===== config.mk =====
export PLATFORM = sky130hd
export DESIGN_NAME = vec_check_harness_flat
export DESIGN_NICKNAME = d
export VERILOG_FILES = /design/src/rtl/vch_pkg.sv /design/src/rtl/vec_check_harness_if.sv /design/src/rtl/vch_watchdog.sv /design/src/rtl/vec_check_harness.sv /design/src/flat_wrapper.sv
export SDC_FILE = /design/constraint.sdc
export NUM_CORES = 1
export LEC_CHECK = 0
export CORE_MARGIN = 4
export CORE_UTILIZATION = 44
export DETAILED_ROUTE_END_ITERATION = 10
export GPL_ROUTABILITY_DRIVEN = 0
export PLACE_DENSITY = 0.8
export SYNTH_ARGS = -nofsm -noshare
export SYNTH_HDL_FRONTEND = slang
export SYNTH_SLANG_ARGS = --single-unit

===== constraint.sdc =====
create_clock -name ap_clk -period 2.9 [get_ports ap_clk]
set_clock_uncertainty 0.05 [all_clocks]
set_input_delay 0.435 -clock ap_clk [delete_from_list [all_inputs] [get_ports ap_clk]]
set_output_delay 0.435 -clock ap_clk [all_outputs]
set_load 0.02 [all_outputs]

===== src/rtl/vch_pkg.sv =====
`default_nettype none
// +----------------------------------------------------------------------------+
// | Package    : vch_pkg                                                       |
// | Description: Shared types, default parameters and helpers for the         |
// |              vec_check_harness codebase slice.                            |
// | Revision   : 1.0 - initial release                                         |
// +----------------------------------------------------------------------------+
package vch_pkg;

  // Default configuration constants
  localparam int c_DATA_W  = 64;
  localparam int c_DEPTH   = 22;
  localparam int c_ADDR_W  = 5;
  localparam int c_CNT_W   = 5;
  localparam int c_TIMEOUT = 1023;

  // One-hot harness sequencer states
  typedef enum logic [5:0] {
    S_IDLE   = 6'b000001,
    S_FETCH  = 6'b000010,
    S_LAUNCH = 6'b000100,
    S_WAIT   = 6'b001000,
    S_CHECK  = 6'b010000,
    S_DONE   = 6'b100000
  } vch_state_e;

  // Increment that sticks at max_val instead of wrapping
  function automatic int unsigned sat_inc(input int unsigned val, input int unsigned max_val);
    return (val >= max_val) ? val : val + 1;
  endfunction

endpackage
`default_nettype wire


===== src/rtl/vec_check_harness_if.sv =====
`default_nettype none
// +----------------------------------------------------------------------------+
// | Interface  : vec_check_harness_if                                         |
// | Description: Vector ROM port and arithmetic-core ap_ctrl_hs bus between   |
// |              the harness (master) and ROM/core side (slave).              |
// | Revision   : 1.0 - initial release                                         |
// +----------------------------------------------------------------------------+
interface vec_check_harness_if
  import vch_pkg::*;
#(
  parameter int DATA_W = c_DATA_W,
  parameter int ADDR_W = c_ADDR_W
);

  logic [ADDR_W-1:0] vec_addr;
  logic              vec_ce;
  logic [DATA_W-1:0] a_q;
  logic [DATA_W-1:0] b_q;
  logic [DATA_W-1:0] z_q;
  logic              dut_start;
  logic              dut_ready;
  logic              dut_done;
  logic [DATA_W-1:0] dut_a;
  logic [DATA_W-1:0] dut_b;
  logic [DATA_W-1:0] dut_result;

  modport master (
    output vec_addr, vec_ce, dut_start, dut_a, dut_b,
    input  a_q, b_q, z_q, dut_ready, dut_done, dut_result
  );

  modport slave (
    input  vec_addr, vec_ce, dut_start, dut_a, dut_b,
    output a_q, b_q, z_q, dut_ready, dut_done, dut_result
  );

endinterface
`default_nettype wire


===== src/rtl/vch_watchdog.sv =====
`default_nettype none
// +----------------------------------------------------------------------------+
// | Module     : vch_watchdog                                                  |
// | Description: Down-counter bounding how long the harness waits on the core.|
// |              Loaded on the way into LAUNCH; expires on the TIMEOUT-th     |
// |              enabled cycle. Used only when VCH_TIMEOUT_EN is defined.     |
// | Revision   : 1.0 - initial release                                         |
// +----------------------------------------------------------------------------+
module vch_watchdog
  import vch_pkg::*;
#(
  parameter int TIMEOUT = c_TIMEOUT
) (
  input  logic ap_clk,
  input  logic ap_rst,
  input  logic load,
  input  logic en,
  output logic expired
);

  localparam int c_CW = $clog2(TIMEOUT + 1);

  logic [c_CW-1:0] r_cnt;

  // Reload on entry to a launch, count down while waiting on the core
  always_ff @(posedge ap_clk) begin
    if (ap_rst) begin
      r_cnt <= '0;
    end else if (load) begin
      r_cnt <= c_CW'(TIMEOUT);
    end else if (en && (r_cnt != '0)) begin
      r_cnt <= r_cnt - c_CW'(1);
    end
  end

  // A value of one left means this enabled cycle is the last one allowed
  assign expired = en && (r_cnt <= c_CW'(1));

endmodule
`default_nettype wire


===== src/rtl/vec_check_harness.sv =====
`default_nettype none
// +----------------------------------------------------------------------------+
// | Module     : vec_check_harness                                            |
// | Description: Steps DEPTH ROM vectors through an ap_ctrl_hs arithmetic     |
// |              core, compares results with expected values and reports the  |
// |              mismatch count and first failing index.                      |
// |              Optional watchdog: define VCH_TIMEOUT_EN.                    |
// | Revision   : 1.0 - initial release                                         |
// +----------------------------------------------------------------------------+
module vec_check_harness
  import vch_pkg::*;
#(
  parameter int DATA_W  = c_DATA_W,
  parameter int DEPTH   = c_DEPTH,
  parameter int ADDR_W  = c_ADDR_W,
  parameter int CNT_W   = c_CNT_W,
  parameter int TIMEOUT = c_TIMEOUT
) (
  input  logic              ap_clk,
  input  logic              ap_rst,
  input  logic              ap_start,
  input  logic              stop_on_fail,
  output logic              ap_done,
  output logic              ap_ready,
  output logic              ap_idle,
  output logic [CNT_W-1:0]  ap_return,
  output logic [ADDR_W-1:0] first_fail_idx,
  output logic              first_fail_vld,
  output logic              timeout_flag,
  vec_check_harness_if.master bus
);

  localparam logic [ADDR_W-1:0] c_LAST_IDX = ADDR_W'(DEPTH - 1);
  localparam int unsigned       c_CNT_MAX  = (2 ** CNT_W) - 1;

  vch_state_e        r_state;
  vch_state_e        w_state_nxt;
  logic [ADDR_W-1:0] r_idx;
  logic [ADDR_W-1:0] r_ffi;
  logic [CNT_W-1:0]  r_cnt;
  logic              r_ffv;
  logic              r_tof;
  logic              r_sof;
  logic              r_entry;
  logic [DATA_W-1:0] r_a;
  logic [DATA_W-1:0] r_b;
  logic [DATA_W-1:0] r_exp;
  logic [DATA_W-1:0] r_res;
  logic              w_clr;
  logic              w_cap;
  logic              w_tmo;
  logic              w_mis;
  logic              w_fail;
  logic              w_expired;

  assign w_mis  = (r_res != r_exp);
  assign w_fail = ((r_state == S_CHECK) && w_mis) || w_tmo;

`ifdef VCH_TIMEOUT_EN
  logic w_wd_load;
  logic w_wd_en;

  assign w_wd_load = (r_state == S_FETCH);
  assign w_wd_en   = (r_state == S_LAUNCH) || (r_state == S_WAIT);

  vch_watchdog #(
    .TIMEOUT (TIMEOUT)
  ) u_watchdog (
    .ap_clk  (ap_clk),
    .ap_rst  (ap_rst),
    .load    (w_wd_load),
    .en      (w_wd_en),
    .expired (w_expired)
  );
`else
  assign w_expired = 1'b0;
`endif

  // Sequencer state register
  always_ff @(posedge ap_clk) begin
    if (ap_rst) begin
      r_state <= S_IDLE;
    end else begin
      r_state <= w_state_nxt;
    end
  end

  // Next-state decode and per-cycle strobes; a result arriving wins over expiry
  always_comb begin
    w_state_nxt = r_state;
    w_clr       = 1'b0;
    w_cap       = 1'b0;
    w_tmo       = 1'b0;
    case (r_state)
      S_IDLE: begin
        if (ap_start) begin
          w_clr       = 1'b1;
          w_state_nxt = S_FETCH;
        end
      end
      S_FETCH: w_state_nxt = S_LAUNCH;
      S_LAUNCH: begin
        if (bus.dut_ready && bus.dut_done) begin
          w_cap       = 1'b1;
          w_state_nxt = S_CHECK;
        end else if (w_expired) begin
          w_tmo       = 1'b1;
          w_state_nxt = S_DONE;
        end else if (bus.dut_ready) begin
          w_state_nxt = S_WAIT;
        end
      end
      S_WAIT: begin
        if (bus.dut_done) begin
          w_cap       = 1'b1;
          w_state_nxt = S_CHECK;
        end else if (w_expired) begin
          w_tmo       = 1'b1;
          w_state_nxt = S_DONE;
        end
      end
      S_CHECK: begin
        if ((r_idx == c_LAST_IDX) || (r_sof && w_mis)) begin
          w_state_nxt = S_DONE;
        end else begin
          w_state_nxt = S_FETCH;
        end
      end
      S_DONE:  w_state_nxt = S_IDLE;
      default: w_state_nxt = S_IDLE;
    endcase
  end

  // Run bookkeeping, operand staging and result capture
  always_ff @(posedge ap_clk) begin
    if (ap_rst) begin
      r_idx   <= '0;
      r_ffi   <= '0;
      r_cnt   <= '0;
      r_ffv   <= 1'b0;
      r_tof   <= 1'b0;
      r_sof   <= 1'b0;
      r_entry <= 1'b0;
      r_a     <= '0;
      r_b     <= '0;
      r_exp   <= '0;
      r_res   <= '0;
    end else begin
      // ROM data is valid only in the first LAUNCH cycle, right after FETCH
      r_entry <= (r_state == S_FETCH);
      if (w_clr) begin
        r_idx <= '0;
        r_cnt <= '0;
        r_ffv <= 1'b0;
        r_tof <= 1'b0;
        r_sof <= stop_on_fail;
      end
      if (r_entry) begin
        r_a   <= bus.a_q;
        r_b   <= bus.b_q;
        r_exp <= bus.z_q;
      end
      if (w_cap) begin
        r_res <= bus.dut_result;
      end
      if (w_fail) begin
        r_cnt <= CNT_W'(sat_inc(32'(r_cnt), c_CNT_MAX));
        if (!r_ffv) begin
          r_ffi <= r_idx;
          r_ffv <= 1'b1;
        end
      end
      if (w_tmo) begin
        r_tof <= 1'b1;
      end
      if ((r_state == S_CHECK) && (w_state_nxt == S_FETCH)) begin
        r_idx <= r_idx + ADDR_W'(1);
      end
    end
  end

  assign ap_done        = (r_state == S_DONE);
  assign ap_ready       = ap_done;
  assign ap_idle        = (r_state == S_IDLE) && !ap_start;
  assign ap_return      = r_cnt;
  assign first_fail_idx = r_ffi;
  assign first_fail_vld = r_ffv;
  assign timeout_flag   = r_tof;
  assign bus.vec_addr   = r_idx;
  assign bus.vec_ce     = (r_state == S_FETCH);
  assign bus.dut_start  = (r_state == S_LAUNCH);
  assign bus.dut_a      = r_a;
  assign bus.dut_b      = r_b;

endmodule
`default_nettype wire


===== src/flat_wrapper.sv =====
// flat-port wrapper written by rule: the top's interface ports become plain ports
module vec_check_harness_flat import vch_pkg::*;
#(
  parameter int DATA_W  = c_DATA_W,
  parameter int DEPTH   = c_DEPTH,
  parameter int ADDR_W  = c_ADDR_W,
  parameter int CNT_W   = c_CNT_W,
  parameter int TIMEOUT = c_TIMEOUT
)
  (ap_clk, ap_rst, ap_start, stop_on_fail, ap_done, ap_ready, ap_idle, ap_return, first_fail_idx, first_fail_vld, timeout_flag, bus_vec_addr, bus_vec_ce, bus_dut_start, bus_dut_a, bus_dut_b, bus_a_q, bus_b_q, bus_z_q, bus_dut_ready, bus_dut_done, bus_dut_result);
  vec_check_harness_if #(.DATA_W(DATA_W), .ADDR_W(ADDR_W)) bus_i ();
  input  logic ap_clk;
  input  logic ap_rst;
  input  logic ap_start;
  input  logic stop_on_fail;
  output logic ap_done;
  output logic ap_ready;
  output logic ap_idle;
  output logic [CNT_W-1:0] ap_return;
  output logic [ADDR_W-1:0] first_fail_idx;
  output logic first_fail_vld;
  output logic timeout_flag;
  output wire logic [$bits(bus_i.vec_addr)-1:0] bus_vec_addr;
  output wire logic [$bits(bus_i.vec_ce)-1:0] bus_vec_ce;
  output wire logic [$bits(bus_i.dut_start)-1:0] bus_dut_start;
  output wire logic [$bits(bus_i.dut_a)-1:0] bus_dut_a;
  output wire logic [$bits(bus_i.dut_b)-1:0] bus_dut_b;
  input wire logic [$bits(bus_i.a_q)-1:0] bus_a_q;
  input wire logic [$bits(bus_i.b_q)-1:0] bus_b_q;
  input wire logic [$bits(bus_i.z_q)-1:0] bus_z_q;
  input wire logic [$bits(bus_i.dut_ready)-1:0] bus_dut_ready;
  input wire logic [$bits(bus_i.dut_done)-1:0] bus_dut_done;
  input wire logic [$bits(bus_i.dut_result)-1:0] bus_dut_result;
  assign bus_vec_addr = bus_i.vec_addr;
  assign bus_vec_ce = bus_i.vec_ce;
  assign bus_dut_start = bus_i.dut_start;
  assign bus_dut_a = bus_i.dut_a;
  assign bus_dut_b = bus_i.dut_b;
  assign bus_i.a_q = bus_a_q;
  assign bus_i.b_q = bus_b_q;
  assign bus_i.z_q = bus_z_q;
  assign bus_i.dut_ready = bus_dut_ready;
  assign bus_i.dut_done = bus_dut_done;
  assign bus_i.dut_result = bus_dut_result;
  vec_check_harness #(.DATA_W(DATA_W), .DEPTH(DEPTH), .ADDR_W(ADDR_W), .CNT_W(CNT_W), .TIMEOUT(TIMEOUT)) u_core (.ap_clk(ap_clk), .ap_rst(ap_rst), .ap_start(ap_start), .stop_on_fail(stop_on_fail), .ap_done(ap_done), .ap_ready(ap_ready), .ap_idle(ap_idle), .ap_return(ap_return), .first_fail_idx(first_fail_idx), .first_fail_vld(first_fail_vld), .timeout_flag(timeout_flag), .bus(bus_i));
endmodule

Yosys cells after proc, flatten, opt, wreduce, memory -nomap -nowiden
Index checks and enable logic that the tools add are counted.
{ "word_totals": {"mem_bits_ro": 0, "n_memories": 0, "latch_bits": 0, "ramBits": 0, "out_inout_bits": 150, "elab_cells": 54, "inputBits": 262, "reg_bits": 280} }
{ "classes": {"multipliers": 0, "bitwise_logic": 1, "n_reduce_logical": 11, "n_mux": 18, "shifts": 0, "magnitude_cmp": 1, "n_div": 0, "add_sub_neg": 2, "n_eq_ne": 10} }
{ "op_table": {"columns": ["operator", "count"], "rows": [
  ["64-bit != test", 1],
  ["6-bit two-way mux", 5],
  ["6-bit case mux with 5 select lines", 1],
  ["5-bit two-way mux", 4],
  ["6-bit by 2-bit equality test with 1-bit output (second input constant)", 2],
  ["5-bit by 1-bit adder with 5-bit output (second input constant)", 2],
  ["1-bit two-way mux", 7],
  ["6-bit by 1-bit equality test with 1-bit output (second input constant)", 1],
  ["6-bit by 3-bit equality test with 1-bit output (second input constant)", 1],
  ["6-bit by 4-bit equality test with 1-bit output (second input constant)", 1],
  ["6-bit by 5-bit equality test with 1-bit output (second input constant)", 1],
  ["6-bit equality test (second input constant)", 1],
  ["5-bit equality test (second input constant)", 1],
  ["5-bit >= comparator (second input constant)", 1],
  ["1-bit logical AND", 5],
  ["2-bit AND reduction", 2],
  ["2-bit nonzero test", 2],
  ["2-bit != test (second input constant)", 1],
  ["1-bit case mux with 2 select lines", 1],
  ["1-bit logical NOT", 1],
  ["1-bit logical OR", 1],
  ["1-bit NOT", 1]
]} }

Longest topological paths before layout
Gate-level depths: netlist of the first run.
{ "logic_depth": {"ltp_word": 8, "depth_mapped": 9, "ltp_nobuf": 7} }

Least setup slack after synthesis of the first run
OpenSTA, ideal clock, no wires.
{ "synth_timing": {"path_kind": "register -> register", "startpoint": "register u_core.r_cnt[0], in the netlist u_core.ap_return[0]", "endpoint": "register u_core.r_cnt[3], in the netlist u_core.ap_return[3]", "path_buffers": 1, "t_required_ps": 2730, "path_stages_with_launch": 9, "arrival_time_ps": 1908, "setup_time_ps": 120, "synth_period_minus_slack_ps": 2078, "setup_slack_ps": 822, "cell_sequence": "dfxtp_1 > ha_1 > and3_1 > ha_1 > o21bai_1 > or3_1 > buf_2 > and3_1 > o31a_1"} }
{ "synth_between": {"elab_chain_len": 3, "word_cells_on_any_way": 6, "cone_classes": "add/sub: 1; order compare: 1; eq/ne: 1; mux: 2; reduce/logical: 1"} }
{ "synth_rtl": {"columns": ["item", "line_no", "source"], "rows": [
  ["start, declared", "vec_check_harness.sv:40", "logic [CNT_W-1:0] r_cnt;"],
  ["start signal, assigned", "vec_check_harness.sv:167", "r_cnt <= CNT_W'(sat_inc(32'(r_cnt), c_CNT_MAX));"],
  ["5-bit by 1-bit adder with 5-bit output / 5-bit >= comparator (equally long branches)", "vch_pkg.sv:29", "return (val >= max_val) ? val : val + 1;"],
  ["5-bit two-way mux / 2-bit != test (equally long branches)", null, null],
  ["5-bit two-way mux / 2-bit AND reduction (equally long branches)", null, null]
]} }
Several ways; a longest one is shown, not always the timed one. The select of a mux whose other input is x is not followed.
A chain may end at the register's enable or synchronous reset.

Worst setup path after layout of the first run
{ "layout_timing": {"startpoint": "register u_core.r_state[4]", "endpoint": "output bus_vec_ce"} }
{ "layout_between": {"elab_chain_len": 1} }
{ "layout_rtl": {"columns": ["item", "line_no", "source"], "rows": [
  ["start, declared", "vec_check_harness.sv:36", "vch_state_e r_state;"],
  ["start signal, assigned", "vec_check_harness.sv:84", "r_state <= w_state_nxt;"],
  ["6-bit by 2-bit equality test with 1-bit output", "vec_check_harness.sv:190", "assign bus.vec_ce = (r_state == S_FETCH);"],
  ["end, declared", "flat_wrapper.sv:24", "output wire logic [$bits(bus_i.vec_ce)-1:0] bus_vec_ce;"]
]} }
No other way between the ends.

==> flow_summary.yaml, run 1 <==
floorplan:
  die_w_um: 164
  num_rows: 56
  dieArea_um2: 26900
  ios: 412
  core_area_um2: 23700
  die_h_um: 164
  start_util_pct: 45.2
drt:
  wl_per_cell_um: 17.3
  finalWirelength_um: 32000
  drcViolationCount: 0
  wl_met1_um: 12100
  firstDrtPassIters: 4
  vias: 9066
  routed.top_layer: "met5"
  dr.first_iter.drc_count: 503
  wl_met3_um: 3090
  met2_length_um: 15800
  detail_route.vias_per_cell: 4.91
  antenna_left: 0
critical_path:
  critPathMaxFanout: 6
  crit_path_start_kind: "flip-flop"
  end_kind: "output pin"
  required_ps: 2410
  path_class: "reg2out"
  cp.arrival_ps: 2160
synthesis:
  yosys.area.top_type: "dfxtp_1"
  synthTopCellsByArea: "dfxtp_1, mux2i_1, nor2_1, xor2_1, nand2_1"
  synth.top_cell.area_share_pct: 52.4
  synthArstFlopShare_pct: 0
  syn_area_per_cell_um2: 9.53
  syn_inst: 1123
  ys.flop_type: "dfxtp_1"
  synth_seq_cells: 280
  synth-warning-count: 0
  yosysSeqAreaShare_pct: 52.4
  synth_area_um2: 10700
  synth_fp_nets: 1389
  synth_edf_count: 0
  synth_cell_types: 40
timing:
  rsz0062_at_grt: "false"
  clock.fmax_mhz: 378
  slew_headroom_pct: 55.2
  min_period_over_period_pct: 91.2
  setup_viol: 0
  maxSlewViolCount: 0
  finalHoldViolations: 0
  tightest_slew_ps: 667
  holdWs_ps: 349
  fin_ws_ps: 254
  fin_setup_tns_ps: 0
  min_period_ps: 2650
finish:
  area_growth_pct: 49.2
  nets: 1768
  fillCellCount: 1893
  stdcell_area_um2: 16000
  final_cells: 1846
  final_util_pct: 67.5
  drive_gt1_share_pct: 3.74
clock_tree:
  cts_max_path_buffers: 3
  ctsHoldBuffers: 0
  clkSinkCount: 280
  cts-root-buf: "clkbuf_16"
  htreeDepth: 1
  clkTransAtPathRegs_ps: 60
  postCtsSetupBuffers: 0
  clock_latency_ps: 560
  cts_tree: "done"
  cts_inserted_buffers: 30
flow_run:
  drv_cap: 0
place:
  pre_cts_ws_ps: 339
  hpwlAfterDp_um: 23500
  port_buffers: 410
  placed_area_um2: 15100
  place_inst: 1789
global_routing:
  grt_max_degree: 91
  grt_pass1_vias: 8919
  grt.overflow.total: 0
  antenna_found_initial: 6
  grtUsageTotal_pct: 22.5
  grt_pass1_wl_um: 48400
status:
  status: "completed"
power:
  p_per_area_nw_per_um2: 518
  peakVddDrop_uv: 477
  leakagePower_nw: 5.90
  total_power_mw: 8.27
min_path:
  hp-class: "in2reg"
[worst max-delay path: stages (launching register included)]
cell	delay (ps)
dfxtp_1	350
nor4_1	350
nand3b_1	200
inv_1	90
clkdlybuf4s50_1	620
[power by group]
part	total, mW	internal, mW	switching (mW)
Clock	3.49	2.00	1.49
Sequential	3.94	3.90	0.0422
Combinational	0.839	0.500	0.338
[registers in the layout (all words and copies together), names as in the netlist]
name and count:
u_core.ap_return 5, u_core.bus.dut_a 64, u_core.bus.dut_b 64, u_core.bus.vec_addr 5
u_core.first_fail_idx 5, u_core.first_fail_vld 1, u_core.r_entry 1, u_core.r_exp 64
u_core.r_res 64, u_core.r_sof 1, u_core.r_state 6
[synth_stat cells (2+ instances only)]
cell type  number
a21o_1          3
a21oi_1        75
and3_1          6
buf_1          21
buf_2           3
buf_4           2
clkbuf_1       46
dfxtp_1       280
ha_1            4
inv_1           4
mux2i_1       199
nand2_1       138
nand2b_1        4
nand3_1        10
nand3b_1        2
nand4_1         4
nor2_1        210
nor2b_1         3
nor3_1          3
nor4_1         17
o21a_1          4
o21ai_0         2
or2_2           3
xor2_1         64
[per-layer routing]
metal / global-route usage [%] / vias to the layer above
met5: 0 / -
met4: 6.25 / 6
met3: 7.58 / 64
met2: 40.1 / 313
met1: 25.7 / 4193
li1: - / 4490
[cell usage in the layout, fill, tap and decap left out, types with 2 or more instances in the layout]
cell type	count
clkdlybuf4s50_1	408
dfxtp_1	279
nor2_1	210
mux2i_1	199
nand2_1	137
a21oi_1	75
xor2_1	64
clkbuf_16	30
clkbuf_1	18
nor4_1	17
nand3_1	10
and3_1	6
buf_12	6
inv_1	4
nand4_1	4
nand2b_1	4
o21a_1	4
ha_1	4
clkbuf_8	4
buf_4	4
diode_2	3
nor3_1	3
nor2b_1	3
or2_2	3
a21o_1	3
nand3b_1	2
o21ai_0	2
[area by class of cell]
cell class	instances	area, um^2	share of cell area (%)
timing repair buffer	420	4260	26.7
clock inverter	3	28.8	0.180
antenna	3	7.51	0.0470
tap	319	399	2.50
sequential	280	5610	35.1
multi-input combinational	766	4790	30.0
clock buffer	51	860	5.38
inverter	4	15.0	0.0940
[repair_timing]
item | CTS | global route
gates resized for setup | 0 | 1
setup endpoints to repair | 0 | 1
endpoints found under the hold margin | 0 | 0
[kinds of logic after synthesis]
group | after synthesis | share of synthesized area, %
buf+inv | 77 | 2.90
mux | 199 | 18.6
fa+ha+maj | 4 | 0.467
simple gates | 410 | 16.0
flops | 280 | 52.4
compound gates | 87 | 4.29
other cells | 1 | 0.0350
xor+xnor | 65 | 5.32
[final timing paths]
| check | startpoint | to | slack [ps] | cells after the start |
|---|---|---|---|---|
| worst max-delay path | u_core.r_state[4]$_SDFF_PP0_ | bus_vec_ce | 250 | 4 |
| worst max register to register | u_core.r_exp[36]$_SDFFE_PP0P_ | u_core.bus.vec_addr[0]$_SDFFE_PP0P_ | 360 | 7 |
| worst min register to register | u_core.r_res[33]$_SDFFE_PP0P_ | u_core.r_res[33]$_SDFFE_PP0P_ | 420 | 2 |
| worst min-delay path | ap_rst | u_core.bus.dut_a[59]$_SDFFE_PP0P_ | 350 | 2 |
No activity file was read; power rests on OpenSTA's default activity.
==> run 2, diff against run 1 <==
CORE_UTILIZATION = 45   (was 44)
CTS_BUF_LIST = sky130_fd_sc_hd__clkbuf_2 sky130_fd_sc_hd__clkbuf_4 sky130_fd_sc_hd__clkbuf_8   (was unset)
PLACE_DENSITY = 0.82   (was 0.8)
==> flow_summary.yaml, run 2 (synthesis results as in run 1) <==
status:
  status: "completed"
finish:
  nets: 1788
  layout_common_cells: "clkdlybuf4s50_1, dfxtp_1, nor2_1"
  fillCellCount: 1798
  final_cells: 1873
  area_growth_pct: 50.1
  seqCellArea_um2: 5610
  stdcell_area_um2: 16100
  final_util_pct: 68.5
  multi_input_area_um2: 4790
  drive_gt1_share_pct: 6.46
  final_common_cell: "clkdlybuf4s50_1"
timing:
  finalHoldViolations: 0
  rsz0062_at_grt: "false"
  holdWs_ps: 392
  slew_headroom_pct: 54.3
  min_period_ps: 2640
  min_period_over_period_pct: 91.1
  fin_setup_tns_ps: 0
  fin_ws_ps: 259
  setup_viol: 0
  clock.fmax_mhz: 379
  maxSlewViolCount: 0
  tightest_slew_ps: 686
critical_path:
  end_kind: "output pin"
  crit_path_start_kind: "flip-flop"
  critPathMaxFanout: 5
  cp_num_buf_inv: 1
  cpLargestDelayFamily: "buffers and inverters"
  max_stage_delay_ps: 710
  critPathSlowestCell: "clkdlybuf4s50_1"
  crit_start: "u_core.r_state[1]$_SDFF_PP0_"
  cp.arrival_ps: 2160
  required_ps: 2410
  cp_cell_sequence: "nor2_1 -> nand3b_1 -> nor3_1 -> clkdlybuf4s50_1"
  path_class: "reg2out"
  r2r_start: "u_core.r_exp[20]$_SDFFE_PP0P_"
drt:
  dr.first_iter.drc_count: 434
  detail_route.vias_per_cell: 4.88
  firstDrtPassIters: 5
  drcViolationCount: 0
  wl_per_cell_um: 16.6
  vias: 9131
  antenna_left: 0
  finalWirelength_um: 31200
floorplan:
  die_h_um: 162
  num_rows: 56
  ios: 412
  die_w_um: 162
  start_util_pct: 45.6
  dieArea_um2: 26300
  core_area_um2: 23500
min_path:
  hp-class: "in2reg"
  worstHoldStart: "bus_dut_result[43]"
clock_tree:
  clock_latency_ps: 540
  cts_inserted_buffers: 46
  cts_tree: "done"
  clkTransAtPathRegs_ps: 60
  cts-root-buf: "clkbuf_8"
  clkSinkCount: 280
  cts_max_path_buffers: 3
  htreeDepth: 2
  ctsHoldBuffers: 0
place:
  hpwlAfterDp_um: 22800
  place_inst: 1793
  port_buffers: 410
  pre_cts_ws_ps: 289
  placed_area_um2: 15100
global_routing:
  grt_pass1_wl_um: 47800
  antenna_found_initial: 9
  grt_max_degree: 97
  grtUsageTotal_pct: 22.5
  grt_pass1_vias: 9012
  grt.overflow.total: 0
power:
  leakagePower_nw: 6.00
  total_power_mw: 8.29
  p_per_area_nw_per_um2: 516
  peakVddDrop_uv: 371
flow_run:
  drv_cap: 0
==> run 2: final cells by class <==
| type | instances | share of cell area [%] |
|---|---|---|
| sequential | 280 | 34.9 |
| multi-input combinational | 766 | 29.8 |
| timing repair buffer | 424 | 26.8 |
| clock buffer | 73 | 5.63 |
| tap | 319 | 2.48 |
| clock inverter | 2 | 0.233 |
| inverter | 4 | 0.0934 |
| antenna | 5 | 0.0778 |
==> run 2: where the power goes <==
part / total [mW] / switching (mW) / internal [mW]
sequential: 3.94 / 0.0398 / 3.90
combinational: 0.842 / 0.340 / 0.502
clock: 3.50 / 1.46 / 2.04
total: 8.29 / 1.84 / 6.45
==> run 2: metal layers <==
layer	global-route usage [%]	vias up	share of wire (%)
li1	-	4521	-
met1	26.5	4169	39
met2	37.3	364	49
met3	8.37	69	9.5
met4	8.61	8	2.9
met5	0	-	0.16
==> run 2: worst paths after layout <==
path,slack (ps),to,depth (start not counted)
setup reg to reg,300,u_core.bus.vec_addr[0]$_SDFFE_PP0P_,7
hold / removal,390,u_core.r_res[43]$_SDFFE_PP0P_,3
setup / recovery,260,bus_dut_start,4
hold reg to reg,410,u_core.r_res[56]$_SDFFE_PP0P_,2
==> run 2: timing repair <==
item	CTS	global route
setup endpoints to repair	0	1
setup buffers	0	0
gates resized for setup	0	1
==> run 2: worst register-to-register path: cells and delay by family, from the launching register on <==
kind	cells	cell delay, ps
AND/OR/NAND/NOR	4	1460
XOR/XNOR	1	160
AO/OA/AOI/OAI	2	510
flip-flops	1	320
==> run 3, diff against run 2 <==
CORE_ASPECT_RATIO = 0.5   (was unset)
==> flow_summary.yaml, run 3 (synthesis results as in run 1) <==
critical_path:
  critPathSlowestCell: "clkdlybuf4s50_1"
  end_kind: "output pin"
  r2r_cells: 7
  path_class: "reg2out"
  path_depth: 4
  crit_start: "u_core.r_state[4]$_SDFF_PP0_"
  cp_num_buf_inv: 2
  cpLargestDelayFamily: "buffers and inverters"
  required_ps: 2410
  crit_path_start_kind: "flip-flop"
  critPathMaxFanout: 6
  cp.arrival_ps: 2230
  cp_cell_sequence: "nor4_2 -> nand3b_1 -> inv_1 -> clkdlybuf4s50_1"
  max_stage_delay_ps: 630
  r2r_start: "u_core.r_exp[4]$_SDFFE_PP0P_"
clock_tree:
  clock_latency_ps: 520
  htreeDepth: 2
  cts_max_path_buffers: 3
  clkTransAtPathRegs_ps: 70
  cts-root-buf: "clkbuf_8"
  ctsHoldBuffers: 0
  cts_inserted_buffers: 40
  cts_tree: "done"
  clkSinkCount: 280
timing:
  rsz0062_at_grt: "false"
  fin_ws_ps: 189
  min_period_ps: 2710
  maxSlewViolCount: 0
  setup_viol: 0
  tightest_slew_ps: 650
  fin_setup_tns_ps: 0
  slew_headroom_pct: 56.4
  finalHoldViolations: 0
  clock.fmax_mhz: 369
  min_period_over_period_pct: 93.5
min_path:
  min_path_cells: 3
  worstHoldStart: "bus_dut_result[30]"
  hp-class: "in2reg"
finish:
  drive_gt1_share_pct: 6.04
  final_common_cell: "clkdlybuf4s50_1"
  nets: 1780
  area_growth_pct: 48.8
  layout_common_cells: "clkdlybuf4s50_1, dfxtp_1, nor2_1"
global_routing:
  grt_max_degree: 94
  antenna_found_initial: 5
  grtUsageTotal_pct: 23.2
  grt_pass1_vias: 9382
  grt_pass1_wl_um: 49000
  grt.overflow.total: 0
drt:
  dr.first_iter.drc_count: 484
  wl_per_cell_um: 17.7
  firstDrtPassIters: 4
  drcViolationCount: 0
  vias: 9090
  detail_route.vias_per_cell: 4.91
  finalWirelength_um: 32700
  antenna_left: 0
place:
  port_buffers: 410
  hpwlAfterDp_um: 24500
  pre_cts_ws_ps: 378
floorplan:
  ios: 412
  start_util_pct: 46.4
  core_area_um2: 23100
  dieArea_um2: 26500
  die_h_um: 117
  num_rows: 39
  die_w_um: 226
power:
  peakVddDrop_uv: 400
  p_per_area_nw_per_um2: 503
  leakagePower_nw: 5.94
status:
  status: "completed"
flow_run:
  drv_cap: 0
[run 3: cell types whose count changed in the layout (fill, tap and decap cells not counted)]
cell        before  now
buf_12           7    6
nor4_1          17   16
nor4_2           1    2
clkinvlp_4       1    0
clkinv_2         0   10
buf_4            7    6
clkbuf_4        16    7
clkbuf_8        58   52
[run 3: final timing paths]
check / endpoint / slack, ps
max: bus_vec_ce / 190
min: u_core.r_res[30]$_SDFFE_PP0P_ / 410
max reg2reg: u_core.bus.vec_addr[0]$_SDFFE_PP0P_ / 400
min reg2reg: u_core.r_res[30]$_SDFFE_PP0P_ / 410
[run 3: cell type report]
| class | instances | area (um^2) |
|---|---|---|
| tap | 307 | 384 |
| antenna | 5 | 12.5 |
| clock buffer | 58 | 754 |
| timing repair buffer | 422 | 4280 |
| multi-input combinational | 766 | 4800 |
| fill | 1760 | 7150 |
| inverter | 4 | 15.0 |
| clock inverter | 11 | 80.1 |
| sequential | 280 | 5610 |
[run 3: power by group]
group	internal, mW	switching (mW)
Clock	1.76	1.46
Combinational	0.503	0.344
Sequential	3.90	0.0386
[run 3: tightest hold or removal path, cell delays in order]
cell	delay [ps]
clkdlybuf4s50_1	390
nand2_1	50
a21oi_1	50
[run 3: stage by stage]
stage / total power [mW] / instance area [um^2] / cells / utilization, % / hold slack, ps
floorplan: 4.36 / 10700 / 1123 / - / 395
global placement: 4.86 / 15100 / 1779 / 65.3 / 404
CTS: 8.12 / 15900 / 1848 / 69.0 / 372
finish: 8.01 / 15900 / 1853 / 69.0 / 408
global route: 8.33 / 15900 / 1853 / 69.0 / 387
detailed placement: 4.87 / 15100 / 1779 / 65.3 / 410
[run 3: metal layers]
layer  up-vias  part of all wire (%)  GRT usage [%]
li1       4516                     -              -
met1      4231                    40           27.3
met4         0                   4.2           9.85
met2       261                    49           40.8
met3        82                   6.3           6.06
met5         -                     0              0
[run 3: repair_timing]
item / 4_1_cts / 5_1_grt
setup endpoints to repair: 1 / 1
gates resized for setup: 1 / 1
setup buffers: 0 / 0
